## config.mk

```make
export PLATFORM = sky130hd
export DESIGN_NAME = mips_cache_arbiter
export DESIGN_NICKNAME = d
export VERILOG_FILES = /design/src/rtl/mips_cache_arbiter.sv
export SDC_FILE = /design/constraint.sdc
export NUM_CORES = 1
export LEC_CHECK = 0
export ABC_AREA = 1
export BUFFER_PORTS_ARGS = -buffer_cell sky130_fd_sc_hd__buf_2
export CELL_PAD_IN_SITES_DETAIL_PLACEMENT = 2
export CELL_PAD_IN_SITES_GLOBAL_PLACEMENT = 2
export CORE_ASPECT_RATIO = 0.75
export CORE_MARGIN = 1.5
export CORE_UTILIZATION = 28
export CTS_CLUSTER_SIZE = 40
export DETAILED_ROUTE_END_ITERATION = 6
export GPL_TIMING_DRIVEN = 0
export PLACE_DENSITY = 0.95
export SETUP_SLACK_MARGIN = 0.05
export SLEW_MARGIN = 30
export SYNTH_ARGS = -nofsm -noshare
export SYNTH_HDL_FRONTEND = slang
export SYNTH_SLANG_ARGS = --single-unit
```

## constraint.sdc

```tcl
create_clock -name clk -period 2 [get_ports clk]
set_input_delay 0.3 -clock clk [delete_from_list [all_inputs] [get_ports clk]]
set_output_delay 0.3 -clock clk [all_outputs]
set_load 0.01 [all_outputs]
```

## src/rtl/mips_cache_arbiter.sv

```systemverilog
// mips_cache_arbiter: shares one Avalon-MM master port between the I-cache and D-cache.
// Ports: clk/rst_n, instr_* (read miss), data_* (read or byte-enabled write), avm_* (bus), busy.
// Tie-break: fixed data-first, or round-robin when CACHE_ARB_RR_EN is defined (start: RR_INIT).
module mips_cache_arbiter #(
    parameter bit RR_INIT = 1'b0
) (
    input  logic        clk,
    input  logic        rst_n,
    input  logic        instr_req,
    input  logic [31:0] instr_addr,
    output logic [31:0] instr_rdata,
    output logic        instr_valid,
    input  logic        data_req,
    input  logic        data_we,
    input  logic [31:0] data_addr,
    input  logic [31:0] data_wdata,
    input  logic [3:0]  data_byteenable,
    output logic [31:0] data_rdata,
    output logic        data_valid,
    output logic [31:0] avm_address,
    output logic        avm_read,
    output logic        avm_write,
    output logic [31:0] avm_writedata,
    output logic [3:0]  avm_byteenable,
    input  logic        avm_waitrequest,
    input  logic [31:0] avm_readdata,
    output logic        busy
);

    typedef enum logic [2:0] {
        IDLE,
        I_RD,
        D_RD,
        D_WR,
        I_RSP,
        D_RSP
    } state_e;

    state_e      state_q, state_d;
    logic [31:0] addr_q, addr_d;
    logic [31:0] wdata_q, wdata_d;
    logic [3:0]  be_q, be_d;
    logic        read_q, read_d;
    logic        write_q, write_d;
    logic        wr_q, wr_d;
    logic [31:0] instr_rdata_q, instr_rdata_d;
    logic        instr_valid_q, instr_valid_d;
    logic [31:0] data_rdata_q, data_rdata_d;
    logic        data_valid_q, data_valid_d;
    logic        busy_q, busy_d;
    logic        prefer_i;
    logic        grant_i;

`ifdef CACHE_ARB_RR_EN
    // Pointer = 0 favours instruction; flipped towards the loser on every grant.
    logic rr_q, rr_d;
    assign prefer_i = ~rr_q;
`else
    logic unused_rr;
    assign unused_rr = RR_INIT;
    assign prefer_i  = 1'b0;
`endif

    assign grant_i = instr_req & (~data_req | prefer_i);

    always_comb begin
        state_d       = state_q;
        addr_d        = addr_q;
        wdata_d       = wdata_q;
        be_d          = be_q;
        read_d        = read_q;
        write_d       = write_q;
        wr_d          = wr_q;
        instr_rdata_d = instr_rdata_q;
        data_rdata_d  = data_rdata_q;
        instr_valid_d = 1'b0;
        data_valid_d  = 1'b0;
`ifdef CACHE_ARB_RR_EN
        rr_d          = rr_q;
`endif
        unique case (state_q)
            IDLE: begin
                if (grant_i) begin
                    state_d = I_RD;
                    addr_d  = {instr_addr[31:2], 2'b00};
                    read_d  = 1'b1;
                    be_d    = 4'hF;
                    wr_d    = 1'b0;
`ifdef CACHE_ARB_RR_EN
                    rr_d    = 1'b1;
`endif
                end else if (data_req) begin
                    addr_d = {data_addr[31:2], 2'b00};
                    wr_d   = data_we;
`ifdef CACHE_ARB_RR_EN
                    rr_d   = 1'b0;
`endif
                    if (data_we) begin
                        state_d = D_WR;
                        write_d = 1'b1;
                        wdata_d = data_wdata;
                        be_d    = data_byteenable;
                    end else begin
                        state_d = D_RD;
                        read_d  = 1'b1;
                        be_d    = 4'hF;
                    end
                end
            end
            I_RD: begin
                if (!avm_waitrequest) begin
                    read_d  = 1'b0;
                    state_d = I_RSP;
                end
            end
            D_RD: begin
                if (!avm_waitrequest) begin
                    read_d  = 1'b0;
                    state_d = D_RSP;
                end
            end
            D_WR: begin
                if (!avm_waitrequest) begin
                    write_d = 1'b0;
                    state_d = D_RSP;
                end
            end
            // Read data is on the bus during the response cycle.
            I_RSP: begin
                instr_rdata_d = avm_readdata;
                instr_valid_d = 1'b1;
                state_d       = IDLE;
            end
            D_RSP: begin
                if (!wr_q) begin
                    data_rdata_d = avm_readdata;
                end
                data_valid_d = 1'b1;
                state_d      = IDLE;
            end
            default: begin
                state_d = IDLE;
                read_d  = 1'b0;
                write_d = 1'b0;
            end
        endcase
        busy_d = (state_d != IDLE);
    end

    always_ff @(posedge clk or negedge rst_n) begin
        if (!rst_n) begin
            state_q       <= IDLE;
            addr_q        <= '0;
            wdata_q       <= '0;
            be_q          <= '0;
            read_q        <= 1'b0;
            write_q       <= 1'b0;
            wr_q          <= 1'b0;
            instr_rdata_q <= '0;
            instr_valid_q <= 1'b0;
            data_rdata_q  <= '0;
            data_valid_q  <= 1'b0;
            busy_q        <= 1'b0;
        end else begin
            state_q       <= state_d;
            addr_q        <= addr_d;
            wdata_q       <= wdata_d;
            be_q          <= be_d;
            read_q        <= read_d;
            write_q       <= write_d;
            wr_q          <= wr_d;
            instr_rdata_q <= instr_rdata_d;
            instr_valid_q <= instr_valid_d;
            data_rdata_q  <= data_rdata_d;
            data_valid_q  <= data_valid_d;
            busy_q        <= busy_d;
        end
    end

`ifdef CACHE_ARB_RR_EN
    always_ff @(posedge clk or negedge rst_n) begin
        if (!rst_n) begin
            rr_q <= RR_INIT;
        end else begin
            rr_q <= rr_d;
        end
    end
`endif

    assign avm_address    = addr_q;
    assign avm_read       = read_q;
    assign avm_write      = write_q;
    assign avm_writedata  = wdata_q;
    assign avm_byteenable = be_q;
    assign instr_rdata    = instr_rdata_q;
    assign instr_valid    = instr_valid_q;
    assign data_rdata     = data_rdata_q;
    assign data_valid     = data_valid_q;
    assign busy           = busy_q;

endmodule
```

==> flow_metrics.env, run 1 <==
export IMPL_boundaryPins=275
export IMPL_yosys_area_share_simple=0.177
export IMPL_drive_gt1_frac=0.396
export IMPL_via_count=5484
export IMPL_grt_max_degree=73
export IMPL_required_ns=2.29
export IMPL_grt_pass1_vias=6253
export IMPL_vias_per_cell=4.45
export IMPL_status="complete, no violations"
export IMPL_synth_most_common_cell="nand2_1"
export IMPL_synth_mux_area_frac=0
export IMPL_max_cap_violations=0
export IMPL_worstSkewPairLatency_ns=0.42
export IMPL_cts_tree="built"
export IMPL_synth_fa_ha_area_frac=0
export IMPL_hpwl_mm=16.5
export IMPL_io_buffers=268
export IMPL_root_buffer="clkbuf_16"
export IMPL_die_h_um=128
export IMPL_synthDistinctLibCells=22
export IMPL_p_total_mw=13.2
export IMPL_overflow=0
export IMPL_powerDensity_nw_per_um2=1620
export IMPL_place_congestion=0.762
export IMPL_dr_first_iter_drc_count=152
export IMPL_p_leak_nw=4.63
export IMPL_finClkSkew_ns=0.0134
export IMPL_synth_compound_area_share=0.136
export IMPL_wl_per_cell_um=17.1
export IMPL_max_freq_mhz=631
export IMPL_ir_drop_mv=0.503
export IMPL_whs_ns=0.0840
export IMPL_core_area_um2=20300
export IMPL_setup_ws_ns=0.415
export IMPL_tightest_slew_ns=0.567
export IMPL_rows=45
export IMPL_ys_seq_elements=139
export IMPL_hold_class="in2reg"
export IMPL_synth_top_area_share=0.597
export IMPL_ant_nets=0
export IMPL_nets=1075
export IMPL_grt_antenna_before_repair=0
export IMPL_yosysTopAreaCell="dfrtp_1"
export IMPL_clk_path_buf_depth=2
export IMPL_track_usage=0.200
export IMPL_diodes=0
export IMPL_synth_edf_count=0
export IMPL_synth_warnings=0
export IMPL_period_minus_slack_ns=1.58
export IMPL_cts_resized=0
export IMPL_die_w_um=170
export IMPL_dp_worst_setup_slack_ns=0.346
export IMPL_drc=0
export IMPL_synth_area_um2=5830
export IMPL_clkTransAtPathRegs_ns=0.07
export IMPL_cts_buffers=17
export IMPL_setup_tns_ns=0
export IMPL_slew_headroom=0.622
export IMPL_hold_viol=0
export IMPL_ys_flop_type="dfrtp_1"
export IMPL_startpoint_type="flip-flop"
export IMPL_finalSetupViolations=0
export IMPL_postSynth_asyncResetShare=1.00
export IMPL_dieArea_um2=21700
export IMPL_htree_levels=4
export IMPL_synth_xor_area_frac=0
export IMPL_cp_max_fo=10
export IMPL_syn_to_final_growth_pct=40.0
export IMPL_synthCells=647
export IMPL_ys_top_cells_by_area="dfrtp_1, nand2_1, o21ai_0"
export IMPL_grt_pass1_wl_mm=33.6
export IMPL_initial_utilization=0.287
export IMPL_criticalPathCategory="reg2reg"
export IMPL_yosysSeqAreaShare=0.597
export IMPL_rsz0062_at_grt="no"
export IMPL_synth_top_family_by_area="simple AND/OR/NAND/NOR gates"
export IMPL_cts_num_sinks=139
export IMPL_finalMaxSlewViolations=0
export IMPL_crit_arrival_ns=1.87
export IMPL_first_pass_iters=4
export IMPL_postSynthAreaPerCell_um2=9.01
export IMPL_drt_wl_total_mm=21.0
export IMPL_synth_common_cells="nand2_1, dfrtp_1, o21ai_0, inv_1, o21ai_2"
export IMPL_critPathCaptureType="flip-flop"
export IMPL_period_share=0.792
[flip-flops by register name (all words and copies together) (netlist names)]
name,count
wr_q,1
avm_address,30
avm_read,1
data_valid,1
data_rdata,32
busy,1
instr_valid,1
avm_byteenable,4
instr_rdata,32
avm_writedata,32
state_q,3
avm_write,1
[what timing repair did]
item                                   in CTS  in global routing
endpoints found under the hold margin      67                  0
hold buffers                                1                  0
buffers inserted                            0                  0
[path summary, 6_finish.rpt]
check | startpoint | to | slack, ns | depth (start not counted)
max | state_q[2] | avm_address[10] | 0.42 | 7
min | data_wdata[10] | avm_writedata[10] | 0.08 | 3
max reg2reg | state_q[2] | avm_address[10] | 0.42 | 7
min reg2reg | avm_writedata[3] | avm_writedata[3] | 0.47 | 2
max in group asynchronous | rst_n | instr_rdata[5] | 0.84 | 3
min in group asynchronous | rst_n | avm_writedata[24] | 0.41 | 2
[report_power, final]
part           total [mW]  internal [mW]  switching (mW)
sequential           4.95           4.17           0.776
combinational        5.11           1.94            3.17
clock                3.17           1.80            1.38
[cell type report]
cell class,count,area [µm²]
Buffer,33,226
Clock buffer,18,439
Clock inverter,14,149
Fill cell,2301,12200
Inverter,79,297
Multi-Input combinational cell,397,1830
Sequential cell,139,3480
Tap cell,282,353
Timing Repair Buffer,270,1390
[per-stage QoR]
stage	utilization	cell area (µm²)	std cells
final	0.401	8160	1232
after global routing	0.401	8160	1232
after CTS	0.401	8160	1232
after detailed placement	0.372	7560	1199
after global placement	0.370	7520	1198
after floorplan	-	5830	648
[logic make-up (layout without fill, tap and decap cells)]
kind of cell,after synthesis,in the layout
and+or+nand+nor,261,261
DFF,139,139
AOI/OAI and AO/OA,134,134
buffers and inverters,112,414
other,1,2
[worst max-delay path: stages (launching register included)]
cell and delay (ns):
dfrtp_1 0.44, inv_2 0.17, nand2_2 0.12, nor2_2 0.18, inv_2 0.13, buf_2 0.22
nand2_1 0.09, o21ai_0 0.10
[routing by layer]
metal / GRT usage / vias to the layer above / part of all wire
met4: 0.0547 / 0 / 0.013
li1: - / 2588 / -
met2: 0.359 / 181 / 0.50
met1: 0.235 / 2694 / 0.42
met5: 0 / - / 0
met3: 0.0565 / 21 / 0.065
[cell usage in the layout (no fill, tap or decap), drive strengths merged]
master,count
a21oi,4
dfrtp,139
bufinv,1
nand3,4
clkinv,3
nand4,2
o21ai,130
conb,2
nor2,15
inv,87
buf,295
nor3,1
clkbuf,25
nand2,239
clkinvlp,2
dlygate4sd3,1
Power figures use the tool's default switching activity.
==> run 2, diff against run 1 <==
--- a/config.mk
+++ b/config.mk
@@ -11,11 +11,11 @@
 export CELL_PAD_IN_SITES_GLOBAL_PLACEMENT = 2
 export CORE_ASPECT_RATIO = 0.75
 export CORE_MARGIN = 1.5
-export CORE_UTILIZATION = 28
+export CORE_UTILIZATION = 23
 export CTS_CLUSTER_SIZE = 40
 export DETAILED_ROUTE_END_ITERATION = 6
 export GPL_TIMING_DRIVEN = 0
-export PLACE_DENSITY = 0.95
+export PLACE_DENSITY = 0.86
 export SETUP_SLACK_MARGIN = 0.05
 export SLEW_MARGIN = 30
 export SYNTH_ARGS = -nofsm -noshare
==> constraint.sdc (replaced) <==
create_clock -name clk -period 1.3 [get_ports clk]
set_input_delay 0.195 -clock clk [delete_from_list [all_inputs] [get_ports clk]]
set_output_delay 0.195 -clock clk [all_outputs]
set_load 0.01 [all_outputs]
==> run 2 against run 1 <==
Power rose by 78%. Flip-flop and latch count did not move. Combinational power is 100% higher. Clock skew fell by 0.0011 ns. Via count increased by 6.6%. Cell count rose by 8.5%. Setup slack got worse by 0.54 ns. Maximum frequency is 11% higher. Global-route usage fell by 1.3 points. The run now ends with setup timing left. Wire length increased by 18%. Final area is 16% higher. Largest power group unchanged. Highest routed layer is now met5. Core utilization fell by 2.2 points.
==> flow_metrics.env, run 2 (same netlist as run 1, synthesis figures left out) <==
export IMPL_status="finished with violations"
export IMPL_violations="setup timing"
export IMPL_worstSkewPairLatency_ns=0.43
export IMPL_overflow=0
export IMPL_layout_commonest_cell="buf_2"
export IMPL_hpwl_mm=16.5
export IMPL_regToRegSetupSlack_ns=-0.13
export IMPL_whs_endpoint="avm_writedata[30]"
export IMPL_cts_buffers=17
export IMPL_place_congestion=0.785
export IMPL_cp_max_fo=6
export IMPL_period_share=1.10
export IMPL_finalSetupViolations=99
export IMPL_layoutNonFillerInstCount=1337
export IMPL_r2r_worst_path_cells=7
export IMPL_syn_to_final_growth_pct=62.0
export IMPL_worstReg2RegEnd="avm_address[25]"
export IMPL_critPathCaptureType="flip-flop"
export IMPL_setup_tns_ns=-5.59
export IMPL_grt_pass1_vias=6735
export IMPL_boundaryPins=275
export IMPL_internal_power_mw=14.0
export IMPL_hold_path_startpoint="data_wdata[30]"
export IMPL_final_util=0.379
export IMPL_tightest_slew_ns=0.545
export IMPL_first_pass_iters=4
export IMPL_grt_max_degree=78
export IMPL_diodes=0
export IMPL_criticalPathCategory="reg2reg"
export IMPL_cts_tree="built"
export IMPL_dpl_cell_count=1255
export IMPL_crit_reg2reg_launch="state_q[1]"
export IMPL_grt_antenna_before_repair=1
export IMPL_setup_ws_ns=-0.128
export IMPL_layout_common_cells="buf_2, nand2_1, dfrtp_1"
export IMPL_finalMaxSlewViolations=0
export IMPL_drt_wl_total_mm=24.9
export IMPL_track_usage=0.187
export IMPL_required_ns=1.65
export IMPL_io_buffers=268
export IMPL_dieArea_um2=26300
export IMPL_max_freq_mhz=700
export IMPL_grt_pass1_wl_mm=38.0
export IMPL_dr_first_iter_drc_count=200
export IMPL_p_sw_frac=0.406
export IMPL_p_switching_mw=9.58
export IMPL_drc=0
export IMPL_ir_drop_mv=0.941
export IMPL_rows=50
export IMPL_root_buffer="clkbuf_16"
export IMPL_slew_headroom=0.637
export IMPL_startpoint_type="flip-flop"
export IMPL_initial_utilization=0.234
export IMPL_finClkSkew_ns=0.0122
export IMPL_cts_num_sinks=139
export IMPL_p_leak_nw=5.11
export IMPL_wl_per_cell_um=18.6
export IMPL_power_share_sequential=0.336
export IMPL_rsz0062_at_grt="yes"
export IMPL_core_area_um2=24900
export IMPL_vias_per_cell=4.37
export IMPL_drive_gt1_frac=0.494
export IMPL_period_minus_slack_ns=1.43
export IMPL_nets=1124
export IMPL_clk_path_buf_depth=2
export IMPL_comb_power_share=0.443
export IMPL_hold_viol=0
export IMPL_die_w_um=187
export IMPL_die_h_um=141
export IMPL_hold_class="in2reg"
export IMPL_htree_levels=4
export IMPL_clockPowerShare=0.221
export IMPL_whs_path_depth=3
export IMPL_via_count=5848
export IMPL_max_cap_violations=0
export IMPL_crit_arrival_ns=1.78
export IMPL_powerDensity_nw_per_um2=2500
export IMPL_ant_nets=0
export IMPL_clkTransAtPathRegs_ns=0.06
export IMPL_whs_ns=0.0137
-- run 2: changes by cell type in the layout (fill, tap and decap cells not counted), sizes merged, moves of 2 or more --
cell / previous run / this run
dlygate4sd3: 1 / 29
clkinvlp: 2 / 0
buf: 295 / 310
clkbuf: 25 / 28
clkinv: 3 / 6
bufinv: 1 / 3
-- run 2: worst max-delay path by stage --
| stage | endpoint | cells after the start | start |
|---|---|---|---|
| final | avm_address[25] | 7 | state_q[1] |
| after global routing | avm_address[25] | 7 | state_q[1] |
| after CTS | avm_writedata[26] | 8 | state_q[1] |
| after detailed placement | instr_rdata[7] | 6 | state_q[0] |
| after global placement | state_q[1] | 1 | rst_n |
| after floorplan | avm_writedata[21] | 8 | state_q[1] |
-- run 2: area by class of cell --
class / count / area (µm²)
flip-flops and latches: 139 / 3480
well taps: 338 / 423
fillers: 2802 / 15500
clock inverters: 15 / 186
clock buffers: 17 / 425
repair buffers: 318 / 1970
multi-input cells: 397 / 2260
plain buffers: 33 / 362
inverters: 79 / 309
repair inverters: 1 / 11.3
-- run 2: power groups by stage --
stage	clock, mW	combinational [mW]	sequential, mW
after floorplan	0	3.21	8.49
after global placement	0	7.54	7.50
after detailed placement	0	8.01	7.67
after CTS	5.37	9.10	7.66
after global routing	5.55	11.4	8.13
final	5.22	10.4	7.92
-- run 2: timing repair --
action | CTS | global route
gates resized for setup | 105 | 119
setup endpoints to repair | 134 | 134
hold endpoints to repair | 90 | 0
pin swaps | 5 | 10
buffers inserted | 8 | 5
gates cloned | 4 | 4
hold buffers | 29 | 0
-- run 2: routing by layer --
layer	GRT usage	up-vias	share of wire
li1	-	2690	-
met1	0.212	2928	0.40
met2	0.336	187	0.52
met3	0.0595	41	0.057
met4	0.0581	2	0.019
met5	0	-	0.00064
-- run 2: per-stage QoR --
| step | worst slack (ns) | power, mW | cell area (µm²) |
|---|---|---|---|
| 2_1_floorplan | 0.0595 | 11.7 | 5840 |
| 4_1_cts | -0.123 | 22.1 | 8910 |
| 5_1_grt | -0.215 | 25.1 | 9440 |
| 3_5_place_dp | -0.408 | 15.7 | 7640 |
| 3_3_place_gp | -2.42 | 15.0 | 7600 |
| 6_report | -0.128 | 23.6 | 9440 |
-- run 2: worst max-delay path: stages (launching register included) --
cell       delay [ns]
dfrtp_2          0.46
nor2_4           0.13
nand2_4          0.08
nor2_4           0.20
buf_6            0.16
inv_8            0.05
clkbuf_16        0.16
o21ai_1          0.12
==> run 3, diff against run 2 <==
--- a/config.mk
+++ b/config.mk
@@ -5,17 +5,16 @@
 export SDC_FILE = /design/constraint.sdc
 export NUM_CORES = 1
 export LEC_CHECK = 0
-export ABC_AREA = 1
 export BUFFER_PORTS_ARGS = -buffer_cell sky130_fd_sc_hd__buf_2
 export CELL_PAD_IN_SITES_DETAIL_PLACEMENT = 2
 export CELL_PAD_IN_SITES_GLOBAL_PLACEMENT = 2
 export CORE_ASPECT_RATIO = 0.75
 export CORE_MARGIN = 1.5
-export CORE_UTILIZATION = 23
+export CORE_UTILIZATION = 27
 export CTS_CLUSTER_SIZE = 40
 export DETAILED_ROUTE_END_ITERATION = 6
 export GPL_TIMING_DRIVEN = 0
-export PLACE_DENSITY = 0.86
+export PLACE_DENSITY = 0.87
 export SETUP_SLACK_MARGIN = 0.05
 export SLEW_MARGIN = 30
 export SYNTH_ARGS = -nofsm -noshare
==> run 3 against run 2 <==
The flow still finishes with violations (setup timing). Area after synthesis fell by 0.49%. Final area decreased by 0.56%. Global-route usage shrank 1.4 points. Cell count fell by 26%. Critical path depth shrank 1. Maximum frequency shrank 14%. Die area shrank 15%. Via count fell by 26%. Sequential share of layout area rose by 0.17 points. Critical path type unchanged. Largest power group unchanged. Highest routed layer is now met4.
==> flow_metrics.env, run 3 <==
export IMPL_status="finished with violations"
export IMPL_violations="setup timing"
export IMPL_die_w_um=172
export IMPL_internal_power_mw=16.3
export IMPL_fillCellCount=2113
export IMPL_drc=0
export IMPL_io_buffers=268
export IMPL_p_sw_frac=0.322
export IMPL_via_count=4309
export IMPL_max_cap_violations=0
export IMPL_synth_most_common_cell="dfrtp_1"
export IMPL_p_leak_nw=4.64
export IMPL_htree_levels=4
export IMPL_dieArea_um2=22400
export IMPL_cts_tree="built"
export IMPL_core_area_um2=21100
export IMPL_final_util=0.444
export IMPL_diodes=0
export IMPL_dp_worst_setup_slack_ns=-0.483
export IMPL_layout_commonest_cell="buf_2"
export IMPL_worstReg2RegEnd="data_rdata[9]"
export IMPL_dpl_cell_count=908
export IMPL_yosysTopAreaCell="dfrtp_1"
export IMPL_cts_num_sinks=139
export IMPL_wl_per_cell_um=19.4
export IMPL_regToRegSetupSlack_ns=-0.35
export IMPL_clockPowerShare=0.222
export IMPL_worstSkewPairLatency_ns=0.42
export IMPL_clkTransAtPathRegs_ns=0.06
export IMPL_synth_area_um2=5800
export IMPL_ys_seq_elements=139
export IMPL_hold_path_startpoint="data_wdata[10]"
export IMPL_place_congestion=0.695
export IMPL_layoutNonFillerInstCount=996
export IMPL_synth_top_area_share=0.600
export IMPL_synthDistinctLibCells=29
export IMPL_syn_to_final_growth_pct=61.9
export IMPL_root_buffer="clkbuf_16"
export IMPL_boundaryPins=275
export IMPL_synth_warnings=0
export IMPL_hpwl_mm=12.9
export IMPL_dr_first_iter_drc_count=163
export IMPL_drt_wl_total_mm=19.3
export IMPL_synth_common_cells="dfrtp_1, mux2_2, mux2_4, buf_6"
export IMPL_overflow=0
export IMPL_startpoint_type="flip-flop"
export IMPL_ant_nets=0
export IMPL_ys_flop_type="dfrtp_1"
export IMPL_first_pass_iters=4
export IMPL_path_cells="buf_6, and3b_2, and2_4, buf_12, clkbuf_16, mux2_4"
export IMPL_setup_ws_ns=-0.351
export IMPL_hold_class="in2reg"
export IMPL_postSynth_asyncResetShare=1.00
export IMPL_grt_antenna_before_repair=0
export IMPL_finalMaxSlewViolations=0
export IMPL_finClkSkew_ns=0.00809
export IMPL_drive_gt1_frac=0.734
export IMPL_grt_pass1_vias=5134
export IMPL_slowest_stage="dfrtp_1"
export IMPL_postSynthAreaPerCell_um2=16.6
export IMPL_initial_utilization=0.274
export IMPL_slew_headroom=0.636
export IMPL_cts_buffers=17
export IMPL_grt_max_degree=74
export IMPL_whs_path_depth=2
export IMPL_crit_reg2reg_launch="state_q[1]"
export IMPL_comb_power_share=0.452
export IMPL_grt_pass1_wl_mm=29.2
export IMPL_layout_common_cells="buf_2, dfrtp_1, mux2_4"
export IMPL_r2r_worst_path_cells=6
export IMPL_rows=46
export IMPL_setup_tns_ns=-37.21
export IMPL_synthCells=350
export IMPL_die_h_um=130
export IMPL_criticalPathCategory="reg2reg"
export IMPL_finalSetupViolations=133
export IMPL_synth_edf_count=0
export IMPL_required_ns=1.60
export IMPL_track_usage=0.173
export IMPL_crit_arrival_ns=1.95
export IMPL_max_freq_mhz=606
export IMPL_cp_max_fo=7
export IMPL_slowest_delay_ns=0.38
export IMPL_yosysSeqAreaShare=0.600
export IMPL_nets=834
export IMPL_rsz0062_at_grt="yes"
export IMPL_period_share=1.27
export IMPL_power_share_sequential=0.325
export IMPL_hold_viol=0
export IMPL_powerDensity_nw_per_um2=2560
export IMPL_whs_endpoint="avm_writedata[10]"
export IMPL_vias_per_cell=4.33
export IMPL_critPathCaptureType="flip-flop"
export IMPL_tightest_slew_ns=0.546
export IMPL_ys_top_cells_by_area="dfrtp_1, mux2_2, mux2_4"
export IMPL_p_switching_mw=7.73
export IMPL_clk_path_buf_depth=2
export IMPL_period_minus_slack_ns=1.65
export IMPL_ir_drop_mv=0.959
## run 3: changes by cell type after synthesis, moves of 5 or more
cell	previous run	this run
nand2_1	237	1
mux2_2	0	121
o21ai_0	87	3
inv_1	74	1
o21ai_2	32	0
mux2_4	0	30
o21ai_1	11	0
buf_2	12	4
inv_2	5	0
mux2_1	0	5
nor2_1	9	4
## run 3: worst max path at each step
stage               startpoint                 to  slack, ns
floorplan           state_q[2]    avm_address[10]      -0.23
global placement         rst_n   avm_writedata[2]      -2.04
detailed placement  state_q[0]   avm_writedata[6]      -0.48
CTS                 state_q[0]  avm_writedata[28]      -0.35
global route        state_q[1]   avm_writedata[0]      -0.41
finish              state_q[1]      data_rdata[9]      -0.35
## run 3: metrics by stage
stage	instance area [µm²]	hold WS, ns	total power [mW]
2_1_floorplan	5990	-0.101	13.0
3_3_place_gp	7700	0.405	16.1
3_5_place_dp	7730	0.183	16.7
4_1_cts	9260	0.000950	24.0
5_1_grt	9390	0.00192	25.4
6_report	9390	0.0198	24.0
## run 3: cells by family after synthesis
family          share of synthesized area
compound gates                     0.0162
buf+inv                            0.0423
flops                               0.600
mux                                 0.324
other cells                      0.000647
simple gates                       0.0168
## run 3: repair_timing
action                                 in CTS  in global routing
cloned                                      5                  4
hold buffers                               27                  0
setup buffers                              20                  7
pin swaps                                   4                  3
gates resized for setup                    79                 25
setup endpoints to repair                 134                134
endpoints found under the hold margin      93                  0
## run 3: cell type report
type | count | area, µm² | share of cell area
Buffer | 23 | 363 | 0.0387
Clock inverter | 14 | 210 | 0.0224
Tap cell | 288 | 360 | 0.0384
Inverter | 1 | 3.75 | 0.000400
Clock buffer | 17 | 425 | 0.0453
Timing Repair Buffer | 326 | 2070 | 0.221
Sequential cell | 139 | 3480 | 0.371
Multi-Input combinational cell | 188 | 2470 | 0.263
## run 3: power by group through the flow
stage	combinational [mW]	clock, mW	sequential [mW]
final	10.9	5.34	7.82
after global routing	11.6	5.69	8.08
after CTS	10.7	5.49	7.80
after detailed placement	8.90	0	7.76
after global placement	8.54	0	7.60
after floorplan	4.33	0	8.68
## run 3: critical path, delay by kind of cell (launching register included)
family / cells / cell delay, ns
mux: 1 / 0.30
simple gates: 2 / 0.40
buf+inv: 3 / 0.45
flops: 1 / 0.38
## run 3: per-layer routing
layer,global-route usage,routed length (µm),vias up
li1,-,-,1925
met1,0.197,7850,2167
met2,0.302,9590,186
met3,0.0628,1520,31
met4,0.0583,362,0
met5,0,0,-
